<file path="src/rtl/sram_port_arbiter.sv">
// Shares one single-port 32-bit SRAM between a CPU port (A) and a debug/loader port (B).
// Optional macro SRAM_ARB_LOADER_PRIO_EN: B wins contention, bounded by a starvation counter.
//
// rd_owner state | meaning
// RD_NONE        | no read issued last cycle
// RD_A           | port A read issued last cycle; A_RVALID high now
// RD_B           | port B read issued last cycle; B_RVALID high now
module sram_port_arbiter #(
  parameter int AWIDTH       = 12,
  parameter int STARVE_LIMIT = 4
) (
  input  logic              CLK,
  input  logic              RSTN,
  input  logic              A_REQ,
  input  logic              A_WE,
  input  logic [AWIDTH-1:0] A_ADDR,
  input  logic [3:0]        A_BE,
  input  logic [31:0]       A_WDATA,
  output logic              A_GNT,
  output logic              A_RVALID,
  output logic [31:0]       A_RDATA,
  input  logic              B_REQ,
  input  logic              B_WE,
  input  logic [AWIDTH-1:0] B_ADDR,
  input  logic [3:0]        B_BE,
  input  logic [31:0]       B_WDATA,
  output logic              B_GNT,
  output logic              B_RVALID,
  output logic [31:0]       B_RDATA,
  output logic              SRAM_CSN,
  output logic              SRAM_WEN,
  output logic [AWIDTH-1:0] SRAM_ADDR,
  output logic [3:0]        SRAM_BE,
  output logic [31:0]       SRAM_DI,
  input  logic [31:0]       SRAM_DOUT
);

  typedef enum logic [1:0] {
    RD_NONE = 2'd0,
    RD_A    = 2'd1,
    RD_B    = 2'd2
  } rd_owner_e;

  rd_owner_e rd_owner_q, rd_owner_d;
  logic      a_win, b_win;

`ifdef SRAM_ARB_LOADER_PRIO_EN
  localparam int CW = $clog2(STARVE_LIMIT + 1);

  logic [CW-1:0] starve_cnt_q, starve_cnt_d;

  always_comb begin
    a_win        = 1'b0;
    b_win        = 1'b0;
    starve_cnt_d = starve_cnt_q;
    if (A_REQ && B_REQ) begin
      if (starve_cnt_q >= CW'(STARVE_LIMIT)) a_win = 1'b1;
      else                                   b_win = 1'b1;
    end else begin
      a_win = A_REQ;
      b_win = B_REQ;
    end
    // a B grant can only happen with A waiting when both request, so this counts A's wait
    if (!A_REQ || a_win)                                  starve_cnt_d = '0;
    else if (b_win && (starve_cnt_q < CW'(STARVE_LIMIT))) starve_cnt_d = starve_cnt_q + CW'(1);
  end

  always_ff @(posedge CLK or negedge RSTN) begin
    if (!RSTN) starve_cnt_q <= '0;
    else       starve_cnt_q <= starve_cnt_d;
  end
`else
  logic last_owner_q, last_owner_d;  // 1 = B owned the last grant

  always_comb begin
    a_win        = 1'b0;
    b_win        = 1'b0;
    last_owner_d = last_owner_q;
    if (A_REQ && B_REQ) begin
      a_win = last_owner_q;
      b_win = ~last_owner_q;
    end else begin
      a_win = A_REQ;
      b_win = B_REQ;
    end
    if (a_win)      last_owner_d = 1'b0;
    else if (b_win) last_owner_d = 1'b1;
  end

  always_ff @(posedge CLK or negedge RSTN) begin
    if (!RSTN) last_owner_q <= 1'b1;
    else       last_owner_q <= last_owner_d;
  end
`endif

  // Grants are held off while reset is asserted so the SRAM stays deselected.
  assign A_GNT = RSTN & a_win;
  assign B_GNT = RSTN & b_win;

  always_comb begin
    SRAM_CSN   = 1'b1;
    SRAM_WEN   = 1'b1;
    SRAM_ADDR  = '0;
    SRAM_BE    = '0;
    SRAM_DI    = '0;
    rd_owner_d = RD_NONE;
    if (A_GNT) begin
      SRAM_CSN  = 1'b0;
      SRAM_WEN  = ~A_WE;
      SRAM_ADDR = A_ADDR;
      if (A_WE) begin
        SRAM_BE = A_BE;
        SRAM_DI = A_WDATA;
      end else begin
        rd_owner_d = RD_A;
      end
    end else if (B_GNT) begin
      SRAM_CSN  = 1'b0;
      SRAM_WEN  = ~B_WE;
      SRAM_ADDR = B_ADDR;
      if (B_WE) begin
        SRAM_BE = B_BE;
        SRAM_DI = B_WDATA;
      end else begin
        rd_owner_d = RD_B;
      end
    end
  end

  always_ff @(posedge CLK or negedge RSTN) begin
    if (!RSTN) rd_owner_q <= RD_NONE;
    else       rd_owner_q <= rd_owner_d;
  end

  assign A_RVALID = (rd_owner_q == RD_A);
  assign B_RVALID = (rd_owner_q == RD_B);
  assign A_RDATA  = SRAM_DOUT;
  assign B_RDATA  = SRAM_DOUT;

endmodule
</file>
<file path="config.mk">
export PLATFORM = sky130hd
export DESIGN_NAME = sram_port_arbiter
export DESIGN_NICKNAME = d
export VERILOG_FILES = /design/src/rtl/sram_port_arbiter.sv
export SDC_FILE = /design/constraint.sdc
export NUM_CORES = 1
export LEC_CHECK = 0
export BUFFER_PORTS_ARGS = -buffer_cell sky130_fd_sc_hd__buf_2
export CAP_MARGIN = 5
export CORE_AREA = 2 2 96 98
export DETAILED_ROUTE_END_ITERATION = 8
export DIE_AREA = 0 0 98 100
export PLACE_DENSITY = 0.59
export SYNTH_ARGS = -nofsm -noshare
export SYNTH_HDL_FRONTEND = slang
export SYNTH_SLANG_ARGS = --single-unit
</file>
<file path="constraint.sdc">
create_clock -name CLK -period 1.94 [get_ports CLK]
set_input_delay 0.582 -clock CLK [delete_from_list [all_inputs] [get_ports CLK]]
set_output_delay 0.582 -clock CLK [all_outputs]
set_load 0.005 [all_outputs]
</file>
* Word level (Yosys, flattened, before mapping)
Cells that the tools add are included.
Word-level totals: bits in registers 3, input port bits 134, output and inout bits 118, logic and storage cells 33
Operators by class: equal/unequal tests 2, muxes and demuxes 22, bitwise operators 5, reduce and logical (&&, ||, !) cells 2
Operator list (count):
- two-way mux 32 bit | 4
- two-way mux 12 bit | 2
- two-way mux 4 bit | 4
- two-way mux 1 bit | 9
- two-way mux 2 bit | 3
- inverter 1 bit | 3
- AND 1 bit | 2
- equality test 2 x 1 -> 1 bit, second input constant | 1
- equality test 2 bit, second input constant | 1
- nonzero test 2 bit | 1
- logical AND 1 bit | 1

* Longest topological paths before layout
word-level depth 5, gate-level depth with buffers 5, gate-level depth less buffers 3

* Worst setup path before layout
Ideal clock, no wire load.
path kind input port to output port, from input port A_WE, to output port SRAM_DI[14], arrival 1.361 ns, data required time 1.358 ns, setup slack -0.003 ns, stages 4, cell sequence inv_1 -> a211oi_4 -> buf_6 -> a22o_1
Between the ends: longest elaborated chain between the ends 2
RTL lines:
- start, declared | RTL line 15 | input logic A_WE,
- two-way mux 32 bit | RTL line 111 | if (A_WE) begin
- two-way mux 32 bit | RTL line 107 | if (A_GNT) begin
- end, declared | RTL line 34 | output logic [31:0] SRAM_DI,
Every way passes these cells.

* Worst setup path in the final report
from register last_owner_q, to output port SRAM_DI[3]
Between the ends: longest elaborated chain between the ends 5, elaborated cells between the ends (all ways) 7
RTL lines:
- start, declared | RTL line 73 | logic last_owner_q, last_owner_d;
- start signal, assigned | RTL line 92 | else last_owner_q <= last_owner_d;
- inverter 1 bit | RTL line 81 | b_win = ~last_owner_q;
- two-way mux 1 bit | RTL line 79 | if (A_REQ && B_REQ) begin
- AND 1 bit | RTL line 98 | assign B_GNT = RSTN & b_win;
- two-way mux 32 bit | RTL line 117 | end else if (B_GNT) begin
- two-way mux 32 bit * | RTL line 107
Mark *: on every way between the ends. The rest lies on a longest branch, timed or not.

==> results by group <==
Logic synthesis
  – Syn Area/Cell: 8.46 µm²
  – Yosys warning count: 0
  – Mapped Area: 1180 µm²
  – Post-synth top area cell: buf_4
  – Top cell type's share of synthesized area: 0.418
  – Post-Syn Nets: 274
  – Netlist cell types: 19
  – Syn Inst Count: 140
  – Sequential area share after synthesis: 0.0644
  – Seq cells post-synth: 3
  – Area contributors post-synth: buf_4, a22o_2, a22o_1

Outcome
  – Outcome: finished, violations left
  – Failing checks: setup timing

Timing
  – Slew at the pin closest to its max-slew limit: 170 ps
  – RSZ-0062 raised after global routing: true
  – Worst hold slack: 278 ps
  – Final Hold Fails: 0
  – Rel. slew slack: 0.886
  – Worst-case clock skew: 0.419 ps
  – Period utilization: 1.12
  – Fin Setup TNS: -8800 ps
  – Final Slew Violations: 0
  – Setup-failing EPs final: 50
  – Fin worst setup slack: -230 ps
  – Tmin final: 2170 ps
  – Achievable Freq: 0.461 GHz

Floorplanning
  – Die H: 100 µm
  – Io pins: 252
  – Rows: 35
  – Starting density of the core: 0.133
  – Core Footprint: 8890 µm²
  – Die width: 98 µm
  – DIE AREA: 9800 µm²

Critical path
  – CP startpoint kind: flip-flop
  – Critical Path Sink Type: output pin
  – FF-to-FF setup slack: 780 ps
  – Worst reg2reg path endpoint: rd_owner_q[0]$_DFF_PN0_
  – WS Path Type: reg2out
  – CP max FO: 13
  – Worst Path Required: 1360 ps
  – R2r worst-path depth: 4
  – Worst Path Arrival: 1590 ps
  – Worst r2r src: last_owner_q$_DFFE_PN1P_

Layout
  – ANT cells: 0
  – Share of layout cells above drive strength 1: 0.878
  – Net count, final: 372
  – Area Overhead vs Synth: 49.7%
  – Post-route insts no fill: 348
  – Final Cell Area: 1770 µm²
  – Core Util, Final: 0.200
  – Filler cell count: 1019

Clocking
  – Clk root buf: clkbuf_8
  – H-tree Lvls: 1
  – Clock Latency Late Sink: 210 ps
  – TritonCTS clock tree: yes
  – Inserted Clock Buffers: 3
  – Register clock-pin slew on the reported worst setup and hold paths: 30 ps
  – Sink Count: 3
  – CTS Buffer Depth: 2

Routing
  – Drt via density: 3.91
  – Total Wirelength: 4640 µm
  – Final ANT Viol Nets: 0
  – 1st-iter DRT viols: 9
  – Wire per inst: 13.3 µm
  – Vias: 1359
  – Drt pass-1 iters: 5
  – DR DRC count: 0

Global route
  – Vias in the first global route: 1305
  – Global Route met2 Usage: 0.150
  – Largest net degree at the start of global routing: 25
  – Met3 GRT Util: 0.0327
  – Number of antenna violations at the first check in global routing: 0
  – First-pass GRT wire length: 6230 µm
  – Top Usage Layer GRT: met2
  – Met1 Usage GRT: 0.0747
  – Overall Global Routing Usage: 0.0803
  – Grt total ovfl: 0

Pwr
  – VDD IR max: 143 µV
  – PwrDens: 328 nW/µm²
  – Static Leakage: 1.05 nW

Placement
  – RD Place Congestion: 0.770
  – DP Cell Count: 341
  – DP HPWL: 3760 µm
  – Number of buffers added on ports: 155
  – Placed cell areas: 1610 µm²

Job
  – Max Cap Viol: 0

Worst hold path
  – Hold Crit Class: in2async
[registers in the layout (all words and copies together), names as in the netlist]
name,flops
rd_owner_q,2
last_owner_q,1
[cells in the mapped netlist]
master / instances
a211oi_4: 1
a21oi_1: 1
a22o_1: 16
a22o_2: 32
and2_1: 1
and3_1: 1
and4_1: 1
buf_2: 4
buf_4: 66
buf_6: 3
clkbuf_1: 1
dfrtp_1: 2
dfstp_2: 1
inv_1: 1
inv_2: 1
nand2_1: 2
nor2_1: 2
nor2b_1: 3
o21a_1: 1
[cell families (layout without fill, tap and decap cells)]
kind of cell | count (synthesis) | after routing | share of synthesized area
AO/OA/AOI/OAI | 51 | 51 | 0.416
buffers and inverters | 76 | 173 | 0.473
flip-flops | 3 | 3 | 0.0644
AND/OR/NAND/NOR | 10 | 10 | 0.0465
[how the worst max path moves through the flow]
stage / startpoint / end
global placement: RSTN / SRAM_DI[30]
floorplan: RSTN / SRAM_DI[14]
detailed placement: RSTN / SRAM_ADDR[6]
CTS: last_owner_q$_DFFE_PN1P_ / SRAM_DI[30]
global route: last_owner_q$_DFFE_PN1P_ / SRAM_DI[30]
finish: last_owner_q$_DFFE_PN1P_ / SRAM_DI[3]
[repair_timing]
item                                    CTS  global route
gates resized for setup                  15             7
endpoints found under the setup margin   52            51
pin swaps                                 0             4
setup buffers                             0             1
hold buffers                              0             0
cloned                                    0             2
[power by group]
part	total, mW	internal, mW	switching, mW
Clock	0.182	0.140	0.0422
Sequential	0.0738	0.0702	0.00364
Combinational	0.325	0.196	0.129
[metal layers]
metal  share of wire  routed length [µm]  vias up
li1                -                   -      641
met1            0.34                1570      581
met2            0.51                2370      113
met3            0.12                 555       24
met4           0.029                 133        0
met5               0                   0        -
[per-stage QoR]
stage	worst slack (ps)	total power [mW]
after floorplan	7.58	0.300
after global placement	-227	0.369
after detailed placement	-265	0.377
after CTS	-272	0.578
after global routing	-296	0.623
final	-230	0.582
[cells in the final DEF, fill, tap and decap left out]
master and instances:
clkbuf_16 1, buf_8 2, dfstp_2 1, a21oi_1 1, buf_4 6, clkbuf_1 1
and4_4 1, a211oi_4 1, inv_2 2, a22o_4 1, nor2_1 2, and2_1 1
and3_4 1, buf_2 151, buf_6 6, a22o_1 16, nand2_1 2, o21a_1 1
buf_12 1, clkbuf_8 3, a22o_2 31, dfrtp_1 2, nor2b_1 3
[layout make-up]
class	instances	area, µm²	area share
clock buffer	4	45.0	0.0254
inverter	2	7.51	0.00423
timing repair buffer	167	943	0.532
multi-input combinational	61	563	0.317
tap	111	139	0.0783
sequential	3	76.3	0.0430
[worst max-delay path: stages (launching register included)]
cell	delay (ps)
dfstp_2	540
nand2_1	100
and4_4	220
buf_6	150
a22o_2	210
buf_4	140
Power figures use the tool's default switching activity.
